==> config.mk <==
export PLATFORM = sky130hd
export DESIGN_NAME = uart_pkt_bridge
export DESIGN_NICKNAME = d
export VERILOG_FILES = /design/src/rtl/uart_pkt_bridge.sv
export SDC_FILE = /design/constraint.sdc
export NUM_CORES = 1
export LEC_CHECK = 0
export CORE_ASPECT_RATIO = 1.4
export CORE_UTILIZATION = 31
export CTS_CLUSTER_SIZE = 12
export DETAILED_ROUTE_END_ITERATION = 6
export PLACE_DENSITY_LB_ADDON = 0.15
export SLEW_MARGIN = 20
export SYNTH_ARGS = -nofsm -noshare
export SYNTH_HDL_FRONTEND = slang
export SYNTH_SLANG_ARGS = --single-unit
==> constraint.sdc <==
create_clock -name clk -period 8.28 [get_ports clk]
set_clock_uncertainty 0.15 [all_clocks]
set_input_delay 1.656 -clock clk [delete_from_list [all_inputs] [get_ports clk]]
set_output_delay 1.656 -clock clk [all_outputs]
set_load 0.005 [all_outputs]
==> src/rtl/uart_pkt_bridge.sv <==
// UART packet bridge: decodes framed, optionally CRC-8 protected CSR and buffer
// commands from the UART receive stream and returns a response byte stream.
module uart_pkt_bridge #(
    parameter int DATA_W = 32,
    parameter int ADDR_W = 8,
    parameter int N_BUF  = 2,
    parameter int BUF_AW = 6,
    parameter int BUF_DW = 64,
    parameter int CRC_EN = 1,
    parameter int TO_CYC = 65535
) (
    input  logic              clk,
    input  logic              rst,
    input  logic [7:0]        rx_data,
    input  logic              rx_valid,
    input  logic              rx_err,
    output logic [7:0]        tx_data,
    output logic              tx_valid,
    input  logic              tx_ready,
    output logic              csr_wen,
    output logic              csr_ren,
    output logic [ADDR_W-1:0] csr_addr,
    output logic [DATA_W-1:0] csr_wdata,
    input  logic [DATA_W-1:0] csr_rdata,
    output logic [N_BUF-1:0]  buf_we,
    output logic [BUF_AW-1:0] buf_waddr,
    output logic [BUF_DW-1:0] buf_wdata,
    output logic              crc_err,
    output logic              illegal_cmd,
    output logic              timeout,
    output logic              busy
);

    localparam int CSR_BYTES = DATA_W / 8;
    localparam int BUF_BYTES = BUF_DW / 8;

    typedef enum logic [2:0] {IDLE, OP, ADDR, DATA, CRC, EXEC, RDW, TX} state_t;

    state_t            state;
    state_t            state_nxt;
    logic              op_wr;
    logic              op_rd;
    logic              op_buf;
    logic              op_bad;
    logic [2:0]        op_ch;
    logic [7:0]        crc_q;
    logic [5:0]        byte_cnt;
    logic [DATA_W-1:0] resp_q;
    logic [3:0]        resp_cnt;
    logic [31:0]       to_cnt;

    logic rx_byte;
    logic rcv;
    logic to_hit;
    logic last_data;
    logic dec_wr;
    logic dec_rd;
    logic dec_buf;

    function automatic logic [7:0] crc8_next(input logic [7:0] crc, input logic [7:0] b);
        logic [7:0] c;
        c = crc ^ b;
        for (int i = 0; i < 8; i++) begin
            c = c[7] ? ((c << 1) ^ 8'h07) : (c << 1);
        end
        return c;
    endfunction

    // A byte flagged with rx_err is never consumed; the error takes precedence.
    assign rx_byte   = rx_valid && !rx_err;
    assign rcv       = (state == ADDR) || (state == DATA) || (state == CRC);
    assign to_hit    = rcv && (TO_CYC != 0) && !rx_valid && (to_cnt == 32'(TO_CYC - 1));
    assign last_data = (byte_cnt == (op_buf ? 6'(BUF_BYTES - 1) : 6'(CSR_BYTES - 1)));
    assign dec_wr    = (rx_data == 8'h01);
    assign dec_rd    = (rx_data == 8'h02);
    assign dec_buf   = (rx_data[7:4] == 4'h1) && (int'(rx_data[3:0]) < N_BUF);

    always_ff @(posedge clk or posedge rst) begin
        if (rst) state <= IDLE;
        else     state <= state_nxt;
    end

    always_comb begin
        state_nxt = state;
        case (state)
            IDLE: if (rx_byte) state_nxt = OP;
            OP: begin
                if (rx_err)      state_nxt = IDLE;
                else if (op_bad) state_nxt = TX;
                else             state_nxt = ADDR;
            end
            ADDR: begin
                if (rx_err || to_hit) state_nxt = IDLE;
                else if (rx_byte) begin
                    if (!op_rd)           state_nxt = DATA;
                    else if (CRC_EN != 0) state_nxt = CRC;
                    else                  state_nxt = EXEC;
                end
            end
            DATA: begin
                if (rx_err || to_hit) state_nxt = IDLE;
                else if (rx_byte && last_data) begin
                    if (CRC_EN != 0) state_nxt = CRC;
                    else             state_nxt = EXEC;
                end
            end
            CRC: begin
                if (rx_err || to_hit) state_nxt = IDLE;
                else if (rx_byte)     state_nxt = (rx_data == crc_q) ? EXEC : TX;
            end
            EXEC: state_nxt = op_rd ? RDW : TX;
            RDW:  state_nxt = TX;
            TX:   if (tx_ready && resp_cnt == 4'd1) state_nxt = IDLE;
            default: state_nxt = IDLE;
        endcase
    end

    always_comb begin
        busy        = (state != IDLE);
        tx_valid    = (state == TX);
        tx_data     = resp_q[7:0];
        csr_wen     = (state == EXEC) && op_wr;
        csr_ren     = (state == EXEC) && op_rd;
        buf_we      = ((state == EXEC) && op_buf) ? (N_BUF'(1) << op_ch) : '0;
        illegal_cmd = (state == OP) && op_bad;
    end

    // Multi-byte fields shift in from the top so the first byte ends up in [7:0].
    always_ff @(posedge clk or posedge rst) begin
        if (rst) begin
            op_wr     <= 1'b0;
            op_rd     <= 1'b0;
            op_buf    <= 1'b0;
            op_bad    <= 1'b0;
            op_ch     <= '0;
            crc_q     <= '0;
            byte_cnt  <= '0;
            resp_q    <= '0;
            resp_cnt  <= '0;
            to_cnt    <= '0;
            csr_addr  <= '0;
            csr_wdata <= '0;
            buf_waddr <= '0;
            buf_wdata <= '0;
            crc_err   <= 1'b0;
            timeout   <= 1'b0;
        end else begin
            crc_err <= 1'b0;
            timeout <= to_hit && !rx_err;
            to_cnt  <= (rx_valid || !rcv) ? 32'd0 : to_cnt + 32'd1;
            case (state)
                IDLE: begin
                    if (rx_byte) begin
                        op_wr    <= dec_wr;
                        op_rd    <= dec_rd;
                        op_buf   <= dec_buf;
                        op_bad   <= !(dec_wr || dec_rd || dec_buf);
                        op_ch    <= rx_data[2:0];
                        crc_q    <= crc8_next(8'h00, rx_data);
                        byte_cnt <= '0;
                    end
                end
                OP: begin
                    if (op_bad) begin
                        resp_q   <= DATA_W'(8'hEE);
                        resp_cnt <= 4'd1;
                    end
                end
                ADDR: begin
                    if (rx_byte) begin
                        crc_q    <= crc8_next(crc_q, rx_data);
                        byte_cnt <= '0;
                        if (op_buf) buf_waddr <= rx_data[BUF_AW-1:0];
                        else        csr_addr  <= rx_data[ADDR_W-1:0];
                    end
                end
                DATA: begin
                    if (rx_byte) begin
                        crc_q    <= crc8_next(crc_q, rx_data);
                        byte_cnt <= byte_cnt + 6'd1;
                        if (op_buf) buf_wdata <= (buf_wdata >> 8) | (BUF_DW'(rx_data) << (BUF_DW - 8));
                        else        csr_wdata <= (csr_wdata >> 8) | (DATA_W'(rx_data) << (DATA_W - 8));
                    end
                end
                CRC: begin
                    if (rx_byte && rx_data != crc_q) begin
                        crc_err  <= 1'b1;
                        resp_q   <= DATA_W'(8'h5A);
                        resp_cnt <= 4'd1;
                    end
                end
                EXEC: begin
                    if (!op_rd) begin
                        resp_q   <= DATA_W'(8'hA5);
                        resp_cnt <= 4'd1;
                    end
                end
                RDW: begin
                    resp_q   <= csr_rdata;
                    resp_cnt <= 4'(CSR_BYTES);
                end
                TX: begin
                    if (tx_ready) begin
                        resp_q   <= resp_q >> 8;
                        resp_cnt <= resp_cnt - 4'd1;
                    end
                end
                default: ;
            endcase
        end
    end

endmodule

Word level (Yosys, flattened, before mapping). Cells that the tools add are included.

Bits in registers: 204. Input port bits: 45. Output and inout bits: 127. Word-level logic and storage cells: 158.

Add/sub/neg operators: 3. $lt $le $gt $ge: 1. Eq/ne operators: 27. Shifts and indexed selects: 1. Muxes and demuxes: 51. Bitwise gates (word level): 20. Reductions and logical operators: 38.

Operator list (count): two-way mux 32 bit (5); one-hot mux 32 bit (5 select lines) (1); two-way mux 3 bit (28); bitwise OR 56 x 64 -> 64 bit (1); NOT 3 bit (16); adder 32 x 1 -> 32 bit, second input constant (1); equality test 32 x 16 -> 1 bit, second input constant (1); bitwise OR 24 x 32 -> 32 bit (1); one-hot mux 3 bit (8 select lines) (1); one-hot mux 4 bit (5 select lines) (1); AND reduction 3 bit (6); two-way mux 4 bit (4); two-way mux 8 bit (2); one-hot mux 8 bit (2 select lines) (1); equality test 3 bit, second input constant (4); logical AND 1 bit (12); two-way mux 6 bit (2); one-hot mux 6 bit (2 select lines) (1); inequality test 2 x 1 -> 1 bit, second input constant (5); AND reduction 5 bit (2); equality test 4 x 1 -> 1 bit, second input constant (2); equality test 8 x 1 -> 1 bit, second input constant (1); equality test 8 x 2 -> 1 bit, second input constant (1); equality test 8 bit (1); 23 further kinds (41).

Logic depth before layout (Yosys ltp). Gate-level depths: netlist (run 1).

Depth after elaboration: 19. Mapped depth: 8. Depth with buffers taken out: 7.

Worst setup path after synthesis (run 1). Ideal clock, no wire load.

Path kind: in2reg. Start: in rx_data[7]. End: reg resp_q[1]. Setup time: 118 ps. Data arrival time: 3138 ps. Data required time: 8012 ps. Path slack: 4874 ps. Cell stages on the path: 8. Buffers on the path: 1. Cells stage by stage: xnor2_1 -> ha_1 -> and3_1 -> a31oi_1 -> o22ai_2 -> clkbuf_1 -> a21oi_1 -> a21o_1.

Longest elaborated chain between the ends: 4.

RTL lines: start: declaration (RTL line 14) `input logic [7:0] rx_data,`; inequality test 8 bit (RTL line 186) `if (rx_byte && rx_data != crc_q) begin`; logical AND 1 bit (RTL line 186); inequality test 2 x 1 -> 1 bit (no source line); AND reduction 5 bit (no source line); end signal: assignment (RTL line 188) `resp_q <= DATA_W'(8'h5A);`; end signal: assignment (RTL line 194) `resp_q <= DATA_W'(8'hA5);`; end signal: assignment (RTL line 199) `resp_q <= csr_rdata;`; end: declaration (RTL line 48) `logic [DATA_W-1:0] resp_q;`.

Every way passes these cells. A chain may end at the register's enable or synchronous reset.

Worst setup path in the final report (run 1).
Start: reg state[1]. End: out buf_we[1].

Longest elaborated chain between the ends: 3.

RTL lines: start: declaration (RTL line 39) `state_t state;`; start signal: assignment (RTL line 80) `else state <= state_nxt;`; equality test 3 bit (RTL line 124) `buf_we = ((state == EXEC) && op_buf) ? (N_BUF'(1) << op_ch) : '0;`; logical AND 1 bit (RTL line 124); two-way mux 2 bit (RTL line 124); end: declaration (RTL line 25) `output logic [N_BUF-1:0] buf_we,`.

Every way passes these cells.

==> key figures, run 1 <==
Routing
  – DR WL/cell: 16.6 um
  – Detailed-route wire length: 22800 um
  – Via density: 4.86
  – Via count: 6701
  – DRC viols: 0
  – DRT antenna net count: 0
  – Iter 0 DRT Violations: about 270
  – DR pass1 iterations: 5

Critical path
  – Kind of critical path: register to output port
  – CP Launch Type: register
  – Worst setup EP type: output port
  – WP data arrival: 2.32 ns
  – Worst EP required: 6.47 ns
  – Max FO, Critical Path: 48

Layout
  – Area Overhead vs Synth: 29.5%
  – Non-Filler Instances: roughly 1400
  – Design Area, Final: 12200 um^2
  – Sequential cell area: between 5000 and 6000 um^2
  – Area of the multi-input gates: 4020 um^2
  – Layout cell share with drive strength beyond 1: 14.7%
  – Ant. Diodes: 0
  – Final net count: 1038
  – Filler Cell Count: approximately 2900
  – Fin util: about two fifths

Clocking
  – Clock tree sinks: 204
  – Post-cts hold buffer count: 0
  – Root buf cell: clkbuf_16
  – Buffer count from post-CTS setup fixing: 0
  – TritonCTS Buffers: 23
  – Clock Tree Buf Depth: 3
  – H-tree depth: 1
  – Clock Pin Slew Worst Setup and Hold Paths: 0.06 ns
  – Worst-Skew Late Latency: approximately 0.5 ns
  – CTS tree: yes
  – CTS resizes: 0

Floorplan
  – Die Footprint: 31100 um^2
  – Ports: 172
  – Die W: 149 um
  – Die Y-Extent: 208 um
  – Starting Density: 31.5%
  – FP Rows: 75
  – Core area: approximately 30000 um^2

Logic synthesis
  – Synth area leader: dfrtp_1
  – Ys Warns: 0
  – Yosys cell types: 57
  – Avg Inst Size Synth: 11.3 um^2
  – Post-synth top cells: dfrtp_1 (204), mux2_2 (89), nand2_1 (79)
  – Seq cells post-synth: approximately 200
  – Post-synth EDFFs: 0
  – Top post-synthesis cells by area: dfrtp_1 (54%), mux2_2 (11%), xnor2_1 (3.2%)
  – Synth async-reset ratio: 100%
  – Cells after Synth: 833
  – Top-count cell post-synth: dfrtp_1
  – Mapped Area: 9430 um^2
  – Post-synth top flop: dfrtp_1
  – Seq/Total Area, Yosys: 54.2%
  – Synthesized net count: 890
  – Area share of the largest cell type after synthesis: 54.2%

Place
  – PortBufs: 171
  – Gpl congestion: 0.792
  – Post-DP Area: 11500 um^2
  – Placed cells: about 1300
  – HPWL Detailed: 15700 um

Timing
  – Slew of the pin with the lowest slew margin: roughly 0.93 ns
  – Slew Limit Fails: 0
  – Rel. slew slack: 37.9%
  – Min Tclk post-route: 4.13 ns
  – Final period util: 49.8%
  – Fmax: 0.242 GHz
  – Final setup vio count: 0
  – RSZ-0062 raised after global routing: no
  – Fin Setup TNS: 0 ns
  – Hold Violations, Final: 0

GRT
  – GRT overflow: 0
  – Largest net degree at the start of global routing: 75
  – Initial antenna violation count: 0
  – First-pass GRT wire length: 37200 um
  – Vias in the first global route: approximately 6700
  – Tot GR Track Use: 14.9%

Pwr
  – Power Total: 0.00349 W
  – Static leakage: 5.41 nW
  – Pwr Density: 286 nW/um^2
  – Worst-case vdd ir drop: 0.151 mV

Worst hold path
  – Min-Delay Path Class: register to register

Flow run
  – Max Cap Viol: 0

Status
  – Outcome: finished clean
[worst paths after layout]
kind                                     end  cells past startpoint  slack [ns]        from
max in group asynchronous         to_cnt[12]                      3        5.20         rst
min in group asynchronous       csr_wdata[7]                      2        1.45         rst
worst min register to register    resp_q[13]                      2        0.32  resp_q[13]
worst max-delay path               buf_we[1]                      5        4.15    state[1]
worst max register to register   resp_cnt[3]                      8        5.60    crc_q[6]
worst min-delay path              resp_q[13]                      2        0.32  resp_q[13]
[kinds of logic (layout without fill, tap and decap cells)]
| group | Yosys count | after routing | share of synthesized area (%) |
|---|---|---|---|
| compound gates | 154 | 154 | 10.2 |
| simple gates | 220 | 220 | 12.1 |
| buf+inv | 76 | 236 | 3.41 |
| xor+xnor | 55 | 55 | 5.34 |
| mux | 112 | 112 | 13.2 |
| flops | 204 | 204 | 54.2 |
| fa+ha+maj | 12 | 12 | 1.59 |
[final cells by class]
type | count | share of cell area [%]
Clock buffer | 33 | 5.51
Clock inverter | 4 | 0.625
Inverter | 21 | 0.707
Multi-Input combinational cell | 553 | 32.9
Sequential cell | 204 | 41.8
Tap cell | 385 | 3.95
Timing Repair Buffer | 178 | 14.5
[cell usage in the layout, fill, tap and decap left out, types with 7 or more instances in the layout]
| master | synthesis | routed |
|---|---|---|
| nand4_1 | 17 | 17 |
| inv_1 | 21 | 20 |
| or3_1 | 10 | 10 |
| o21ai_0 | 51 | 51 |
| o31ai_1 | 20 | 20 |
| and3_1 | 9 | 9 |
| mux2_2 | 89 | 89 |
| mux2i_1 | 17 | 17 |
| nand2b_1 | 13 | 12 |
| clkdlybuf4s50_1 | 0 | 171 |
| a22o_1 | 10 | 10 |
| nand2_1 | 79 | 78 |
| buf_4 | 8 | 7 |
| dfrtp_1 | 204 | 203 |
| clkbuf_16 | 0 | 23 |
| xnor2_1 | 34 | 34 |
| a21oi_1 | 36 | 36 |
| nor2_1 | 41 | 41 |
| ha_1 | 12 | 12 |
| nand3_1 | 11 | 11 |
| xor2_1 | 19 | 19 |
[layer usage]
metal  vias up  GRT usage, %  share of wire (%)
met4         0          4.86                2.6
li1       3232             -                  -
met3        41          2.37                4.3
met1      3265          19.0                 44
met5         -             0                  0
met2       163          25.4                 50
[per-stage QoR]
step / hold WS, ns / setup WS, ns
final: 0.319 / 4.15
after global routing: 0.337 / 3.98
after CTS: 0.328 / 4.09
after detailed placement: 0.314 / 3.75
after global placement: 0.308 / 3.77
after floorplan: 0.290 / 0.907
[registers in the layout, summed over array words and instances (netlist names), 3 cells and up]
| register | cells |
|---|---|
| csr_wdata | 32 |
| to_cnt | 32 |
| resp_q | 32 |
| buf_wdata | 64 |
| buf_waddr | 6 |
| byte_cnt | 6 |
| resp_cnt | 4 |
| csr_addr | 8 |
| op_ch | 3 |
| crc_q | 8 |
| state | 3 |
[worst max-delay path, stage by stage, from the launching register on]
cell	delay, ns
dfrtp_1	0.35
buf_4	0.28
nor2_1	0.27
nand4_1	0.16
nor2_1	0.21
clkdlybuf4s50_1	0.54
[where the power goes]
part	total [W]	switching [W]	leakage [nW]	internal [W]
combinational	0.00115	0.000602	2.29	0.000549
sequential	0.00132	0.000128	2.76	0.00119
clock	0.00102	0.000400	0.364	0.000622
total	0.00349	0.00113	5.41	0.00236
(Power assumes the default switching activity.)
==> inputs of run 2 (changes only) <==
Clock period 8.28 ns to 4.2 ns, I/O delays scaled along.
==> key figures, run 2 (synthesis results as in run 1) <==
Routing
  – Met3 Routed Length: 967 um (-1.4%)
  – DRT antenna net count: 0 (unchanged)
  – Iter 0 DRT Violations: 244 (-10%)
  – Top routing layer in use: met4
  – DRC viols: 0 (unchanged)
  – DR WL/cell: 16.5 um (-0.54%)
  – Via count: 6696 (-0.075%)
  – Met2 Wirelength: 11600 um (+2.7%)
  – Via density: 4.80 (-1.3%)
  – Met1 wire length: 9930 um (-0.16%)
  – DR pass1 iterations: 5 (unchanged)
  – Detailed-route wire length: 23000 um (+0.68%)

Timing
  – Final setup vio count: 0 (unchanged)
  – Fin Setup TNS: 0 ns (unchanged)
  – Fmax: 0.301 GHz
  – Final period util: 79.1%
  – RSZ-0062 raised after global routing: no
  – Slew of the pin with the lowest slew margin: 0.843 ns (-0.0887 ns)
  – Min Tclk post-route: 3.32 ns
  – Rel. slew slack: 43.8% (+5.9 points)
  – Hold Violations, Final: 0 (unchanged)
  – Slew Limit Fails: 0 (unchanged)

Clocking
  – Clock Tree Buf Depth: 3 (unchanged)
  – Clock Pin Slew Worst Setup and Hold Paths: 0.06 ns (about the same)
  – Post-cts hold buffer count: 0 (unchanged)
  – Root buf cell: clkbuf_16
  – Clock tree sinks: 204 (unchanged)
  – Buffer count from post-CTS setup fixing: 0 (unchanged)
  – CTS tree: yes
  – TritonCTS Buffers: 23 (unchanged)
  – Worst-Skew Late Latency: 0.50 ns (about the same)
  – H-tree depth: 1 (unchanged)
  – CTS resizes: 0 (unchanged)

Critical path
  – FF-to-FF setup slack: 1.61 ns (-3.99 ns)
  – RR Endpoint: csr_wdata[7]
  – R2R depth: 4 (-4)
  – Kind of critical path: register to output port
  – WP data arrival: 2.33 ns (about the same)
  – Worst-path cell with the longest stage delay: clkdlybuf4s50_1
  – CP Launch Type: register
  – Worst EP required: 3.21 ns (-3.26 ns)
  – Crit-path cells: buf_4 -> and3_1 -> clkdlybuf4s50_1
  – Max FO, Critical Path: 40 (-17%)
  – Reg-to-reg startpoint: state[1]
  – Slowest cell delay on critical path: 0.55 ns (about the same)
  – Worst setup EP type: output port

Place
  – Gpl congestion: 0.753 (-4.9%)
  – HPWL Detailed: 16300 um (+3.6%)
  – Post-DP Area: 11600 um^2 (+1.4%)
  – PortBufs: 171 (unchanged)
  – Placed cells: 1356 (+1.1%)

Floorplan
  – Die Y-Extent: 208 um (unchanged)
  – Die W: 149 um (unchanged)
  – Core area: 29900 um^2 (unchanged)
  – Ports: 172 (unchanged)
  – Die Footprint: 31100 um^2 (unchanged)
  – FP Rows: 75 (unchanged)
  – Starting Density: 31.5% (unchanged)

Layout
  – Non-Filler Instances: 1395 (+1.2%)
  – Filler Cell Count: 2913 (-0.58%)
  – Ant. Diodes: 0 (unchanged)
  – Fin util: 41.2% (+0.40 points)
  – Sequential cell area: 5110 um^2 (unchanged)
  – Layout cell share with drive strength beyond 1: 15.8% (+1.1 points)
  – Leading cell type in the layout, fill and taps excluded: dfrtp_1
  – Final net count: 1053 (+1.4%)
  – Largest register FFs: 64 (unchanged)
  – Commonest non-fill, non-tap cells in the layout: dfrtp_1 (203), clkdlybuf4s50_1 (171), mux2_2 (89)
  – Area of the multi-input gates: 4020 um^2 (about the same)
  – Area Overhead vs Synth: 30.8%
  – Design Area, Final: 12300 um^2 (+0.98%)
  – Most flops, register: buf_wdata

Worst hold path
  – Hold Startpoint: resp_q[15]
  – Hold path endpoint: resp_q[15]
  – WHS Path Cells: 2 (unchanged)
  – Min-Delay Path Class: register to register

Pwr
  – Worst-case vdd ir drop: 0.257 mV (+70%)
  – Pwr Density: 556 nW/um^2 (+94%)
  – Static leakage: 5.49 nW (+1.4%)

Status
  – Outcome: finished clean

GRT
  – Largest net degree at the start of global routing: 65 (-13%)
  – First-pass GRT wire length: 37500 um (+0.95%)
  – Tot GR Track Use: 15.1% (+0.18 points)
  – Initial antenna violation count: 0 (unchanged)
  – GRT overflow: 0 (unchanged)
  – Vias in the first global route: 6864 (+2.3%)

Flow run
  – Max Cap Viol: 0 (unchanged)
==> run 2: changes by cell type in the layout (fill, tap and decap cells not counted), sizes merged <==
| cell | before | now |
|---|---|---|
| buf | 7 | 22 |
| inv | 22 | 20 |
| clkinv | 0 | 5 |
| bufinv | 2 | 1 |
==> run 2: how the worst max path moves through the flow <==
stage,startpoint,end,slack (ns),depth (start not counted)
floorplan,rst,buf_waddr[0],0.57,1
global placement,rx_err,csr_wdata[6],0.78,5
detailed placement,rx_err,csr_wdata[5],0.72,5
CTS,state[0],buf_we[0],0.83,5
global route,state[0],buf_we[0],0.73,5
finish,state[0],tx_valid,0.88,3
==> run 2: layout make-up <==
class	instances	share of cell area, %
clock inverter	6	0.477
timing repair buffer	193	15.6
clock buffer	33	5.30
multi-input combinational	553	32.6
inverter	21	0.670
tap	385	3.91
sequential	204	41.4
==> run 2: per-stage QoR <==
stage	power (W)	hold WS, ns	setup slack, ns
2_1_floorplan	0.00407	0.290	0.566
3_3_place_gp	0.00497	0.303	0.784
3_5_place_dp	0.00500	0.310	0.717
4_1_cts	0.00699	0.323	0.828
5_1_grt	0.00732	0.343	0.726
6_report	0.00685	0.317	0.880
==> run 2: worst max-delay path: cells and delay by family (launching register included) <==
kind          cells  cell delay, ns
flops             1            0.46
buf+inv           2            1.02
simple gates      1            0.34
==> run 2: layer usage <==
| layer | GRT usage [%] | vias up |
|---|---|---|
| met2 | 26.3 | 144 |
| met5 | 0 | - |
| met3 | 2.41 | 32 |
| li1 | - | 3271 |
| met1 | 19.0 | 3249 |
| met4 | 4.26 | 0 |
==> run 2: where the power goes <==
| group | leakage [nW] | internal [W] | switching, W | total [W] |
|---|---|---|---|---|
| Combinational | 2.38 | 0.00114 | 0.00115 | 0.00228 |
| Sequential | 2.76 | 0.00234 | 0.000298 | 0.00264 |
| Clock | 0.353 | 0.00114 | 0.000792 | 0.00193 |
| Total | 5.49 | 0.00461 | 0.00224 | 0.00685 |
==> inputs of run 3 (changes only) <==
Clock period 4.2 ns to 3.2 ns, I/O delays scaled along.
==> key figures, run 3 (synthesis results as in run 1) <==
Critical path
  – Kind of critical path: register to output port
  – Max FO, Critical Path: 14 (-65%)
  – WP data arrival: 2.21 ns (-0.12 ns)
  – RR Endpoint: state[2]
  – Worst setup EP type: output port
  – R2R depth: 7 (+3)
  – Reg-to-reg startpoint: state[1]
  – CP Launch Type: register
  – FF-to-FF setup slack: 0.76 ns (-0.85 ns)
  – Worst EP required: 2.41 ns (-0.80 ns)

Layout
  – Largest register FFs: 64 (unchanged)
  – Ant. Diodes: 0 (unchanged)
  – Filler Cell Count: 2925 (+0.41%)
  – Sequential cell area: 5110 um^2 (unchanged)
  – Most flops, register: buf_wdata
  – Commonest non-fill, non-tap cells in the layout: dfrtp_1 (203), clkdlybuf4s50_1 (171), mux2_2 (89)
  – Area Overhead vs Synth: 32.9%
  – Final net count: 1079 (+2.5%)
  – Layout cell share with drive strength beyond 1: 18.0% (+2.1 points)
  – Leading cell type in the layout, fill and taps excluded: dfrtp_1
  – Area of the multi-input gates: 4020 um^2 (unchanged)
  – Non-Filler Instances: 1419 (+1.7%)
  – Design Area, Final: 12500 um^2 (+1.6%)

Clocking
  – Clock Pin Slew Worst Setup and Hold Paths: 0.06 ns (about the same)
  – CTS resizes: 0 (unchanged)
  – CTS tree: yes
  – Root buf cell: clkbuf_16
  – H-tree depth: 1 (unchanged)
  – TritonCTS Buffers: 23 (unchanged)
  – Buffer count from post-CTS setup fixing: 0 (unchanged)
  – Clock tree sinks: 204 (unchanged)
  – Clock Tree Buf Depth: 3 (unchanged)
  – Worst-Skew Late Latency: 0.52 ns (+0.02 ns)
  – Post-cts hold buffer count: 0 (unchanged)

Routing
  – Detailed-route wire length: 23400 um (+2.0%)
  – Via count: 6859 (+2.4%)
  – Via density: 4.83 (+0.70%)
  – Iter 0 DRT Violations: 273 (+12%)
  – DRT antenna net count: 0 (unchanged)
  – DRC viols: 0 (unchanged)
  – DR pass1 iterations: 4 (-1)
  – DR WL/cell: 16.5 um (+0.25%)

Place
  – Gpl congestion: 0.747 (-0.84%)
  – Post-DP Area: 11800 um^2 (+2.0%)
  – Pre-CTS setup slack: 0.0853 ns (-0.631 ns)
  – Placed cells: 1382 (+1.9%)
  – HPWL Detailed: 16700 um (+2.4%)
  – PortBufs: 171 (unchanged)

Floorplan
  – Ports: 172 (unchanged)
  – FP Rows: 75 (unchanged)
  – Starting Density: 31.5% (unchanged)
  – Core area: 29900 um^2 (unchanged)
  – Die Footprint: 31100 um^2 (unchanged)
  – Die W: 149 um (unchanged)
  – Die Y-Extent: 208 um (unchanged)

Timing
  – Slew Limit Fails: 0 (unchanged)
  – Final period util: a little over nine tenths
  – Min Tclk post-route: 3.00 ns
  – Hold WS: 0.328 ns (+0.0105 ns)
  – Rel. slew slack: 60.5% (+17 points)
  – Slew of the pin with the lowest slew margin: 0.587 ns (-0.256 ns)
  – Hold Violations, Final: 0 (unchanged)
  – Worst Slack Setup Final: 0.196 ns (-0.684 ns)
  – Final setup vio count: 0 (unchanged)
  – Fmax: ~0.33 GHz
  – RSZ-0062 raised after global routing: no

Pwr
  – Power Total: 0.00903 W (+32%)
  – Worst-case vdd ir drop: 0.390 mV (+52%)
  – Pwr Density: 721 nW/um^2 (+30%)
  – Static leakage: 5.60 nW (+2.1%)

GRT
  – Largest net degree at the start of global routing: 76 (+17%)
  – First-pass GRT wire length: 38500 um (+2.5%)
  – Tot GR Track Use: 15.4% (+0.34 points)
  – Initial antenna violation count: 0 (unchanged)
  – Vias in the first global route: 7021 (+2.3%)
  – GRT overflow: 0 (unchanged)

Worst hold path
  – Hold path endpoint: resp_q[10]
  – WHS Path Cells: 2 (unchanged)
  – Min-Delay Path Class: register to register
  – Hold Startpoint: resp_q[10]

Status
  – Outcome: finished clean

Flow run
  – Max Cap Viol: 0 (unchanged)
run 3: cell type report:
type | count | area share (%)
Sequential cell | 204 | 40.8
Multi-Input combinational cell | 553 | 32.1
Timing Repair Buffer | 219 | 17.2
Clock buffer | 30 | 5.04
Tap cell | 385 | 3.85
Inverter | 21 | 0.659
Clock inverter | 7 | 0.380
run 3: through the flow:
step	TNS (ns)	util, %
after global placement	0	39.6
after detailed placement	0	39.6
final	0	41.8
after CTS	0	41.8
after global routing	0	41.8
after floorplan	-47.79	-
run 3: worst max-delay path by stage:
stage / start / endpoint / slack (ns) / cells after the start
CTS: state[2] / tx_valid / 0.12 / 3
floorplan: rst / buf_waddr[0] / -0.23 / 1
finish: state[2] / tx_valid / 0.20 / 3
detailed placement: rx_data[2] / resp_q[0] / 0.09 / 10
global placement: rx_data[2] / resp_q[23] / 0.14 / 9
global route: state[2] / tx_valid / 0.07 / 3
run 3: layer usage:
metal,global-route usage [%],vias up,routed length (um)
met3,2.81,32,1090
met2,27.1,144,12000
met1,18.8,3366,9840
li1,-,3317,-
met5,0,-,0
met4,4.68,0,551
run 3: power by group:
group,switching [W],leakage [nW],internal [W]
clock network,0.00107,0.331,0.00138
registers,0.000361,2.76,0.00307
logic,0.00155,2.51,0.00160
run 3: worst max-delay path, cell delays in order, from the launching register on:
cell and delay, ns:
dfrtp_1 0.58, buf_4 0.27, and3_1 0.27, clkdlybuf4s50_1 0.57
